File: src/rtl/mem_arbiter_pkg.sv
// Shared definitions for the fetch/data memory arbiter: FSM encoding,
// arbitration mode values and requestor port identifiers.
package mem_arb_pkg;

    typedef enum logic [1:0] {
        IDLE = 2'd0,
        WAIT = 2'd1,
        RESP = 2'd2
    } state_e;

    localparam int ARB_FIXED = 0;
    localparam int ARB_RR    = 1;

    // Requestor ids double as bit positions in the two-bit request vector
    localparam logic FETCH = 1'b0;
    localparam logic DATA  = 1'b1;

    // Width of the read-latency countdown; bounds MEM_LATENCY to 1..15
    localparam int LAT_CNT_W = 4;

endpackage

File: src/rtl/mem_arbiter_arb2.sv
// Two-way combinational arbiter. A lone requester always wins; on
// contention, fixed mode favours DATA and round-robin mode favours the
// port that was not granted last.
module arb2
    import mem_arb_pkg::*;
(
    input  logic [1:0] req,
    input  logic       rr_last,
    input  logic       mode,
    output logic [1:0] grant
);

    // One-hot winner selection from the request vector
    always_comb begin
        grant = 2'b00;
        if (req[FETCH] && req[DATA]) begin
            if (mode && (rr_last == DATA)) begin
                grant[FETCH] = 1'b1;
            end else begin
                grant[DATA] = 1'b1;
            end
        end else begin
            grant = req;
        end
    end

endmodule

File: src/rtl/mem_arbiter.sv
// Shares one single-port memory between the instruction-fetch port and the
// data port. Writes are posted (granted and retired in one cycle); reads
// hold the arbiter until the memory data is returned to the issuing port.
module mem_arbiter
    import mem_arb_pkg::*;
#(
    parameter  int ADDR_W      = 32,
    parameter  int DATA_W      = 32,
    parameter  int MEM_LATENCY = 1,
    parameter  int ARB_MODE    = 0,
    localparam int NB          = DATA_W / 8
) (
    input  logic              clk,
    input  logic              reset,
    input  logic              if_req,
    input  logic [ADDR_W-1:0] if_addr,
    output logic              if_gnt,
    output logic              if_rvalid,
    output logic [DATA_W-1:0] if_rdata,
    input  logic              d_req,
    input  logic [ADDR_W-1:0] d_addr,
    input  logic [NB-1:0]     d_we,
    input  logic [DATA_W-1:0] d_wdata,
    output logic              d_gnt,
    output logic              d_rvalid,
    output logic [DATA_W-1:0] d_rdata,
    output logic              mem_req,
    output logic [ADDR_W-1:0] mem_addr,
    output logic [NB-1:0]     mem_we,
    output logic [DATA_W-1:0] mem_wdata,
    input  logic [DATA_W-1:0] mem_rdata,
    output logic              busy
);

    // Elaboration-time parameter sanity checks
    generate
        if (MEM_LATENCY < 1 || MEM_LATENCY > 15) begin : g_bad_latency
            $error("mem_arbiter: MEM_LATENCY must lie in 1..15");
        end
        if ((DATA_W % 8) != 0) begin : g_bad_width
            $error("mem_arbiter: DATA_W must be a multiple of 8");
        end
    endgenerate

    localparam logic [LAT_CNT_W-1:0] LAT_INIT = 4'(MEM_LATENCY);
    localparam logic                 RR_MODE  = (ARB_MODE == ARB_RR);

    state_e                 state_q, state_d;
    logic [LAT_CNT_W-1:0]   lat_cnt_q, lat_cnt_d;
    logic                   owner_q, owner_d;
    logic                   rr_last_q, rr_last_d;

    logic [1:0]             req_vec;
    logic [1:0]             grant_vec;
    logic                   in_idle;

    assign req_vec = {d_req, if_req};

    arb2 u_arb2 (
        .req     (req_vec),
        .rr_last (rr_last_q),
        .mode    (RR_MODE),
        .grant   (grant_vec)
    );

    // Grants and memory command; grants only in IDLE and never while reset
    // is held low, so all strobes drop the instant reset asserts
    always_comb begin
        in_idle   = (state_q == IDLE);
        if_gnt    = reset & in_idle & grant_vec[FETCH];
        d_gnt     = reset & in_idle & grant_vec[DATA];
        mem_req   = if_gnt | d_gnt;
        mem_addr  = '0;
        mem_we    = '0;
        mem_wdata = '0;
        if (d_gnt) begin
            mem_addr  = d_addr;
            mem_we    = d_we;
            mem_wdata = d_wdata;
        end else if (if_gnt) begin
            mem_addr  = if_addr;
        end
    end

    // Read response steering: memory data passes straight through to the owner
    always_comb begin
        if_rvalid = (state_q == RESP) && (owner_q == FETCH);
        d_rvalid  = (state_q == RESP) && (owner_q == DATA);
        if_rdata  = if_rvalid ? mem_rdata : '0;
        d_rdata   = d_rvalid  ? mem_rdata : '0;
        busy      = (state_q != IDLE);
    end

    // Next-state logic for the FSM, latency counter, owner and rr pointer
    always_comb begin
        state_d   = state_q;
        lat_cnt_d = lat_cnt_q;
        owner_d   = owner_q;
        rr_last_d = rr_last_q;
        case (state_q)
            IDLE: begin
                if (mem_req) begin
                    rr_last_d = d_gnt ? DATA : FETCH;
                    // A posted write leaves the arbiter free next cycle
                    if (!(d_gnt && (d_we != '0))) begin
                        owner_d   = d_gnt ? DATA : FETCH;
                        lat_cnt_d = LAT_INIT;
                        state_d   = WAIT;
                    end
                end
            end
            WAIT: begin
                lat_cnt_d = lat_cnt_q - 4'd1;
                if (lat_cnt_q == 4'd1) begin
                    state_d = RESP;
                end
            end
            RESP: begin
                state_d = IDLE;
            end
            default: begin
                state_d = IDLE;
            end
        endcase
    end

    // State registers; an outstanding read is simply abandoned on reset
    always_ff @(posedge clk or negedge reset) begin
        if (!reset) begin
            state_q   <= IDLE;
            lat_cnt_q <= '0;
            owner_q   <= FETCH;
            rr_last_q <= FETCH;
        end else begin
            state_q   <= state_d;
            lat_cnt_q <= lat_cnt_d;
            owner_q   <= owner_d;
            rr_last_q <= rr_last_d;
        end
    end

endmodule

File: config.mk
export PLATFORM = sky130hd
export DESIGN_NAME = mem_arbiter
export DESIGN_NICKNAME = d
export VERILOG_FILES = /design/src/rtl/mem_arbiter_pkg.sv /design/src/rtl/mem_arbiter_arb2.sv /design/src/rtl/mem_arbiter.sv
export SDC_FILE = /design/constraint.sdc
export NUM_CORES = 1
export LEC_CHECK = 0
export CAP_MARGIN = 20
export CORE_AREA = 2 2 106 108
export DETAILED_ROUTE_END_ITERATION = 8
export DIE_AREA = 0 0 108 110
export GPL_TIMING_DRIVEN = 1
export PLACE_DENSITY = 0.67
export SLEW_MARGIN = 5
export SYNTH_ARGS = -nofsm -noshare
export SYNTH_HDL_FRONTEND = slang
export SYNTH_SLANG_ARGS = --single-unit
File: constraint.sdc
create_clock -name clk -period 1.6 [get_ports clk]
set_input_delay 0.32 -clock clk [delete_from_list [all_inputs] [get_ports clk]]
set_output_delay 0.32 -clock clk [all_outputs]
set_load 0.1 [all_outputs]
==> results of run 1 <==
## critical path: stages
cell	delay (ns)
clkdlybuf4s50_1	0.48
and4b_4	0.38
buf_16	0.18
a22o_4	0.15
buf_12	0.17
## per-stage QoR
step,cell area [um2],utilization,hold WS [ns]
after floorplan,2053,-,0.02441
after global placement,6396,0.5979,0.4976
after detailed placement,6396,0.5979,0.5313
after CTS,6634,0.6201,0.1782
after global routing,6828,0.6382,0.1803
final,6828,0.6382,0.1617
## cells by family after synthesis
logic type / after synthesis / synth area share
adder cells (fa/ha/maj): 2 / 0.01792
buffers and inverters: 22 / 0.07347
AND/OR/NAND/NOR: 119 / 0.5278
AO/OA/AOI/OAI: 41 / 0.2473
flip-flops: 7 / 0.1254
multiplexers: 1 / 0.008064
## flip-flops by register name, indices dropped and copies added (netlist names)
name       flops
state_q        2
lat_cnt_q      4
owner_q        1
## synthesized netlist by cell type
library cell,number,area [um2]
nor3_1,1,5.000
inv_1,4,15.01
o22a_2,1,10.01
mux2_2,1,11.26
and4bb_2,1,12.51
nor2_1,5,18.77
nor3b_1,2,15.01
nor4_1,1,6.260
and4b_1,1,10.01
and2_2,1,7.510
dfrtp_1,7,175.2
ha_1,2,25.02
a22o_1,33,289.0
and2_1,99,619.3
clkbuf_1,12,45.04
or2b_1,1,7.510
or2_2,1,6.260
a21oi_1,2,10.01
or4_1,1,7.510
o31ai_2,1,12.51
buf_2,4,20.02
buf_6,2,22.52
o21ai_0,3,15.01
nor2b_1,1,6.260
o2bb2ai_1,1,8.760
nand2_1,4,15.01
## area by class of cell
type / instances / share of cell area
Tap cell: 140 / 0.02566
Sequential cell: 7 / 0.02584
Clock buffer: 4 / 0.006597
Antenna cell: 1 / 0.0003665
Multi-Input combinational cell: 163 / 0.2470
Inverter: 4 / 0.002199
Timing Repair Buffer: 313 / 0.6923
## report_power, final
part	switching (uW)	internal, uW
Combinational	3390	2510
Sequential	81.7	258
Clock	87.2	173
## cells in the final DEF (no fill, tap or decap)
cell type        instances
clkbuf_1                 1
or2b_1                   1
and4b_4                  1
dfrtp_1                  6
nor4_1                   1
buf_4                   16
nor2_1                   4
a22o_4                  32
clkbuf_8                 3
dfrtp_2                  1
buf_12                 146
o21ai_0                  3
ha_1                     2
a21oi_2                  1
nand2_1                  4
mux2_2                   1
or4_4                    1
dlygate4sd2_1            2
o22a_2                   1
and4bb_4                 1
and2_2                   3
clkdlybuf4s50_1        133
diode_2                  1
o2bb2ai_1                1
nor3_1                   1
nor2_2                   1
or2_4                    1
buf_6                    4
o31ai_2                  1
a22o_1                   1
and2_4                  97
nor2b_1                  1
inv_1                    4
buf_16                   4
buf_8                    2
nor3b_4                  2
a21oi_1                  1
clkbuf_16                6
## worst min path at each step
stage / endpoint / cells after the start
4_1_cts: lat_cnt_q[2] / 2
2_1_floorplan: lat_cnt_q[0] / 0
6_report: lat_cnt_q[3] / 2
3_5_place_dp: lat_cnt_q[3] / 1
5_1_grt: owner_q / 2
3_3_place_gp: lat_cnt_q[1] / 1
## timing repair
| action | CTS | global route |
|---|---|---|
| setup endpoints to repair | 141 | 141 |
| setup buffers | 6 | 1 |
| cloned | 3 | 7 |
| pin swaps | 7 | 7 |
| resized for setup | 17 | 7 |
## routing by layer
layer / track usage / routed length [um] / share of wire / vias up
met5: 0 / 0 / 0 / -
met4: 0.02381 / 107 / 0.0090 / 0
met3: 0.04821 / 1117 / 0.094 / 8
met2: 0.3702 / 6766 / 0.57 / 151
met1: 0.1788 / 3860 / 0.33 / 1274
li1: - / - / - / 1252
==> metrics, run 1 <==
initial antenna violation count=1; Initial Utilization=0.1305; synthesis-to-layout area growth=389.0%; endpoint class of the critical path=primary output; Place WS=-0.4878 ns; via count=2685; CTS root buf=clkbuf_8; Worst Max-Slew Pin Slew=0.3578 ns; crit path DAT=1.68 ns; Fill cells=a little under 800; post-route setup slack=-0.4031 ns; H-tree Lvls=1; crit path capture=mem_addr[10]; final setup vio count=141; flop and latch count out of synthesis=7; status=finished, violations left; hold buffer count at cts=0; fin crit period=2.003 ns; final period utilization=1.252; synthesized area=1396 um2; port buffer count=roughly 270; crit path kind=in2out; grt ovf=0; Final HPWL DP=around 9200 um; routability cong.=between 0.8 and 0.9; CTS sink cnt=7; DR vias/cell=4.248; Multi-input gate area=roughly 1700 um2; Worst Path Max Fanout=10; Reg-to-Reg End=lat_cnt_q[2]; R2R setup slack=-0.05 ns; dpl cells=between 600 and 700; Die Span X=~110 um; Seq/Total Area, Yosys=0.1254; failing checks=negative setup slack; Finished Layout Cells=632; Reg clk slew, reported paths=0.04 ns; vias in the first global route=~2800; Slew HR=0.7600; Post-Route WL=11850 um; Pleak=0.002926 uW; RSZ-0062 raised after global routing=yes; setup TNS=-49.51 ns; Hold Fails Final Rpt=0; maximum clock path buffer count=2; IO Pins=around 270; Pwr Density=951.4 nW/um2; syn nets=330; largest net degree at the start of global routing=34; chip height=110 um; die area=11880 um2; first-pass GRT wire length=16330 um; R2R depth=6; CTS buffer count=3; Iteration-0 DRC Markers=51; WL/cell=18.75 um; core area=roughly 11000 um2; Max rail drop VDD=0.0007850 V; post-route ant nets=0; Req. time, crit path=1.28 ns; synthesized instance count=192; Peak Freq=around 0.5 GHz; Yosys cell types=26; Warnings, synthesis=0; Total Power=6496 uW; Register Area=176.4 um2; Critical Path Start=if_req; Residual DRC=0; startpoint type of the worst setup path=input port; TritonCTS clock tree=yes; layout cells sized above 1=0.6619; Final Skew=0.002444 ns; total of max-cap violations=0; clk_lat worst skew=between 0.2 and 0.25 ns; layout net count=between 600 and 700; Slew Viols, Final=0; Site Rows=38; HP Class=in2async; gr usage total=0.1781; Worst R2R Start=state_q[1]; First-pass DRT Iterations=4; Mean Syn Cell Area=slightly above 7 um2
No activity file was read; power rests on OpenSTA's default activity.
==> run 2: changes to the inputs <==
--- a/config.mk
+++ b/config.mk
@@ -10,8 +10,8 @@
 export DETAILED_ROUTE_END_ITERATION = 8
 export DIE_AREA = 0 0 108 110
 export GPL_TIMING_DRIVEN = 1
-export PLACE_DENSITY = 0.67
-export SLEW_MARGIN = 5
+export PLACE_DENSITY = 0.65
+export SLEW_MARGIN = 20
 export SYNTH_ARGS = -nofsm -noshare
 export SYNTH_HDL_FRONTEND = slang
 export SYNTH_SLANG_ARGS = --single-unit
==> constraint.sdc (replaced) <==
create_clock -name clk -period 2.3 [get_ports clk]
set_input_delay 0.46 -clock clk [delete_from_list [all_inputs] [get_ports clk]]
set_output_delay 0.46 -clock clk [all_outputs]
set_load 0.1 [all_outputs]
==> run 2 against run 1 <==
Largest cell class unchanged. Non-clock buffer count shrank 23. Final cell count decreased by 3.6%. Count of clock-buffer cells in the layout is the same. The flow now finishes without violations. Setup slack gained 0.45 ns.
==> metrics, run 2 (synthesis gave the netlist of run 1 again) <==
die area=between 10000 and 15000 um2; Final HPWL DP=between 8000 and 9000 um; IO Pins=274; routability cong.=0.8348; layout cells sized above 1=0.4679; crit path kind=in2out; Max rail drop VDD=roughly 0.00044 V; post-route setup slack=about 0.05 ns; crit path cell chain=clkdlybuf4s50_1 > and4b_2 > buf_12 > or2_2 > buf_12; Multi-input gate area=1222 um2; Site Rows=38; CTS buffer count=3; WL/cell=17.21 um; hold buffer count at cts=0; Pleak=about 0.0025 uW; CTS sink cnt=7; setup TNS=0 ns; First-pass DRT Iterations=4; TritonCTS clock tree=yes; gr usage total=0.1644; Fill cells=913; core area=about 11000 um2; Worst R2R Start=state_q[0]; biggest registers after layout=lat_cnt_q: 4 flops, state_q: 2 flops, owner_q: 1 flops; crit path DAT=about 1.8 ns; total of max-cap violations=0; initial antenna violation count=1; layout net count=just over 600; Critical Path Start=if_req; Area after DPL=around 5800 um2; Max stage delay cell, worst path=clkdlybuf4s50_1; endpoint class of the critical path=primary output; Biggest register=lat_cnt_q; Peak Freq=0.4446 GHz; Initial Utilization=0.1305; Final Skew=0.001606 ns; status=completed; Place WS=-0.06297 ns; vias in the first global route=2605; CP peak stage delay=~0.40 ns; via count=2513; Residual DRC=0; H-tree Lvls=1; commonest non-fill, non-tap cell in the layout=buf_12; Finished Core Util=0.5584; HP Class=in2async; chip height=roughly 110 um; Worst Path Max Fanout=21; first-pass GRT wire length=14860 um; most used cell, CP=buf_12; final instance area=5973 um2; RSZ-0062 raised after global routing=no; synthesis-to-layout area growth=327.8%; Slew Viols, Final=0; post-route ant nets=0; clk_lat worst skew=0.23 ns; port buffer count=273; Hold Fails Final Rpt=0; Register Area=177.7 um2; largest net degree at the start of global routing=34; max reg flops=4; Iteration-0 DRC Markers=77; Pwr Density=670.5 nW/um2; startpoint type of the worst setup path=input port; most frequent cells in the layout=buf_12 (140), clkdlybuf4s50_1 (133), and2_1 (73); Post-Route WL=about 10000 um; CTS root buf=clkbuf_8; Worst Max-Slew Pin Slew=around 0.36 ns; Die Span X=around 110 um; fin crit period=2.249 ns; Req. time, crit path=approximately 1.8 ns; Reg clk slew, reported paths=approximately 0.040 ns; final period utilization=0.9779; grt ovf=0; DR vias/cell=roughly 4.1; Slew HR=0.7555; final setup vio count=0; maximum clock path buffer count=2
-- run 2: changes by cell type in the layout (fill, tap and decap cells not counted), moves of 9 or more --
cell	delta
a22o_2	+21
and2_2	+16
a22o_4	-30
and2_1	+73
a22o_1	+9
and2_4	-89
-- run 2: metal layers --
metal / vias to the layer above / wire length [um] / global-route usage
met1: 1176 / 3554 / 0.1771
met3: 11 / 918 / 0.04938
met2: 117 / 5895 / 0.3131
li1: 1209 / - / -
met5: - / 0 / 0
met4: 0 / 110 / 0.04121
-- run 2: power by group --
| group | switching, uW | internal [uW] |
|---|---|---|
| registers | 66.9 | 180 |
| logic | 2200 | 1380 |
| clock network | 56.8 | 120 |
| total | 2320 | 1680 |
-- run 2: final timing paths --
kind | slack, ns | to | cells after the start
max | 0.05 | mem_req | 5
min | 0.31 | lat_cnt_q[2] | 2
max reg2reg | 0.59 | lat_cnt_q[0] | 6
min reg2reg | 0.53 | state_q[1] | 3
max in group asynchronous | 1.85 | state_q[0] | 2
min in group clk | 0.53 | state_q[1] | 3
-- run 2: worst max-delay path, delay by kind of cell --
family | cells | cell delay (ns)
simple gates | 2 | 0.57
buf+inv | 3 | 0.74
-- run 2: per-stage QoR --
stage / power [uW] / hold WS [ns] / std cells
after floorplan: 2350 / 0.1644 / 192
after global placement: 3703 / 0.4976 / 600
after detailed placement: 3740 / 0.5176 / 600
after CTS: 4017 / 0.3003 / 608
after global routing: 4132 / 0.3310 / 609
final: 4005 / 0.3141 / 609
-- run 2: layout make-up --
class / count / share of cell area
Inverter: 4 / 0.002514
Clock buffer: 4 / 0.007541
Timing Repair Buffer: 290 / 0.7258
Tap cell: 140 / 0.02933
Antenna cell: 1 / 0.0004189
Sequential cell: 7 / 0.02974
Multi-Input combinational cell: 163 / 0.2046
-- run 2: timing repair --
action,in CTS,in global routing
pin swaps,2,1
cloned,3,0
endpoints found under the setup margin,68,45
buffers inserted,1,0
gates resized for setup,9,6
==> run 3: changes to the inputs <==
==> constraint.sdc (replaced) <==
create_clock -name clk -period 2.3 [get_ports clk]
set_input_delay 0.46 -clock clk [delete_from_list [all_inputs] [get_ports clk]]
set_output_delay 0.46 -clock clk [all_outputs]
set_load 0.02 [all_outputs]
==> run 3 against run 2 <==
Setup slack improved by 0.021 ns. First-iteration DRC count increased by 16%. Sequential share of layout area increased by 1.1 points. Clock power about the same. Critical path type unchanged. Critical endpoint is now mem_wdata[9]. Largest cell class unchanged. Highest routed layer unchanged.
==> metrics, run 3 (synthesis gave the netlist of run 1 again) <==
crit path kind=in2out; clk_lat worst skew=0.23 ns; Pleak=0.002255 uW; routability cong.=slightly above 0.8; core area=between 10000 and 15000 um2; Worst Path Max Fanout=17; final setup vio count=0; Die Span X=108 um; First-pass DRT Iterations=4; final period utilization=0.9690; Biggest register=lat_cnt_q; RSZ-0062 raised after global routing=no; Slew HR=0.7468; fin crit period=2.229 ns; Final Skew=0.0005579 ns; WL/cell=17.38 um; synthesis-to-layout area growth=210.6%; clock share of power=0.088; endpoint class of the critical path=primary output; Worst Max-Slew Pin Slew=0.3776 ns; Pwr Density=462.2 nW/um2; Area after DPL=4384 um2; CTS sink cnt=7; CTS root buf=clkbuf_8; initial antenna violation count=3; hold slack final=0.3198 ns; startpoint type of the worst setup path=input port; Final HPWL DP=8687 um; P_int=1136 uW; post-route ant nets=0; Initial Utilization=0.1305; status=completed; max reg flops=4; Slew Viols, Final=0; Site Rows=38; R2R setup slack=around 0.76 ns; most frequent cells in the layout=clkdlybuf4s50_1 (133), and2_1 (99), dlygate4sd2_1 (64); IO Pins=274; crit path DAT=1.77 ns; Peak Freq=0.4487 GHz; layout net count=between 600 and 700; chip height=around 110 um; grt ovf=0; Switch Pwr=868.1 uW; total of max-cap violations=0; Hold Fails Final Rpt=0; largest net degree at the start of global routing=34; vias in the first global route=2750; via count=2611; commonest non-fill, non-tap cell in the layout=clkdlybuf4s50_1; combinational power share=0.798; H-tree Lvls=1; final instance area=4337 um2; Fill cells=about 1100; Max rail drop VDD=0.0002148 V; first-pass GRT wire length=15370 um; TritonCTS clock tree=yes; gr usage total=0.1702; Iteration-0 DRC Markers=just under 90; Residual DRC=0; CTS buffer count=3; maximum clock path buffer count=2; Post-Route WL=10740 um; hold buffer count at cts=0; die area=11880 um2; Sw Share=0.4331; Req. time, crit path=approximately 1.8 ns; Reg clk slew, reported paths=~0.040 ns; sequential power share=0.114; biggest registers after layout=lat_cnt_q: 4 flops, state_q: 2 flops, owner_q: 1 flops; DR vias/cell=4.225; port buffer count=273; HP Class=in2async; layout cells sized above 1=0.2274
-- run 3: cell count changes in the layout (fill, tap and decap cells not counted), moves of 22 or more --
| cell | previous run | this run |
|---|---|---|
| dlygate4sd2_1 | 2 | 64 |
| a22o_1 | 10 | 32 |
| buf_12 | 140 | 10 |
| and2_1 | 73 | 99 |
| buf_4 | 10 | 38 |
| buf_2 | 0 | 36 |
-- run 3: metrics by stage --
stage | utilization | std cells | TNS [ns] | worst slack [ns] | total power [uW]
detailed placement | 0.4098 | 601 | -31.08 | -0.5012 | 1824
finish | 0.4054 | 618 | 0 | 0.07126 | 2005
CTS | 0.4020 | 615 | -0.02751 | -0.02172 | 2002
global placement | 0.4098 | 601 | -29.56 | -0.4872 | 1811
floorplan | - | 192 | 0 | 0.3655 | 960.4
global route | 0.4054 | 618 | 0 | 0.008189 | 2132
-- run 3: power groups by stage --
| stage | sequential (uW) | clock, uW | combinational [uW] |
|---|---|---|---|
| CTS | 227 | 180 | 1600 |
| global placement | 224 | 0 | 1590 |
| detailed placement | 227 | 0 | 1600 |
| global route | 238 | 190 | 1700 |
| finish | 228 | 177 | 1600 |
| floorplan | 222 | 0 | 739 |
-- run 3: path summary, 6_finish.rpt --
path                           endpoint          from  depth (start not counted)
hold reg to reg            lat_cnt_q[1]  lat_cnt_q[1]                          1
setup / recovery           mem_wdata[9]         reset                          6
setup reg to reg           lat_cnt_q[0]    state_q[1]                          5
min in group clk           lat_cnt_q[1]  lat_cnt_q[1]                          1
max in group asynchronous    state_q[0]         reset                          2
hold / removal             lat_cnt_q[3]         reset                          2
-- run 3: repair_timing --
| action | CTS | global route |
|---|---|---|
| cloned | 3 | 0 |
| resized for setup | 361 | 17 |
| pin swaps | 2 | 3 |
| hold endpoints to repair | 0 | 0 |
| setup endpoints to repair | 136 | 22 |
| setup buffers | 7 | 0 |
-- run 3: layout make-up --
class / count / area (um2) / share of cell area
antenna: 3 / 7.507 / 0.001731
clock buffer: 4 / 45.04 / 0.01039
inverter: 4 / 15.01 / 0.003462
multi-input combinational: 163 / 1149 / 0.2649
sequential: 7 / 175.2 / 0.04039
tap: 140 / 175.2 / 0.04039
timing repair buffer: 297 / 2770 / 0.6388
-- run 3: worst max-delay path: stages --
cell             delay, ns
dlygate4sd2_1         0.26
and4bb_4              0.37
buf_12                0.13
buf_16                0.12
and2_1                0.16
clkdlybuf4s15_2       0.27
-- run 3: metal layers --
metal / up-vias / global-route usage / share of wire
met2: 178 / 0.3284 / 0.50
li1: 1225 / - / -
met3: 16 / 0.05879 / 0.12
met5: - / 0 / 0
met1: 1192 / 0.1696 / 0.36
met4: 0 / 0.05769 / 0.022
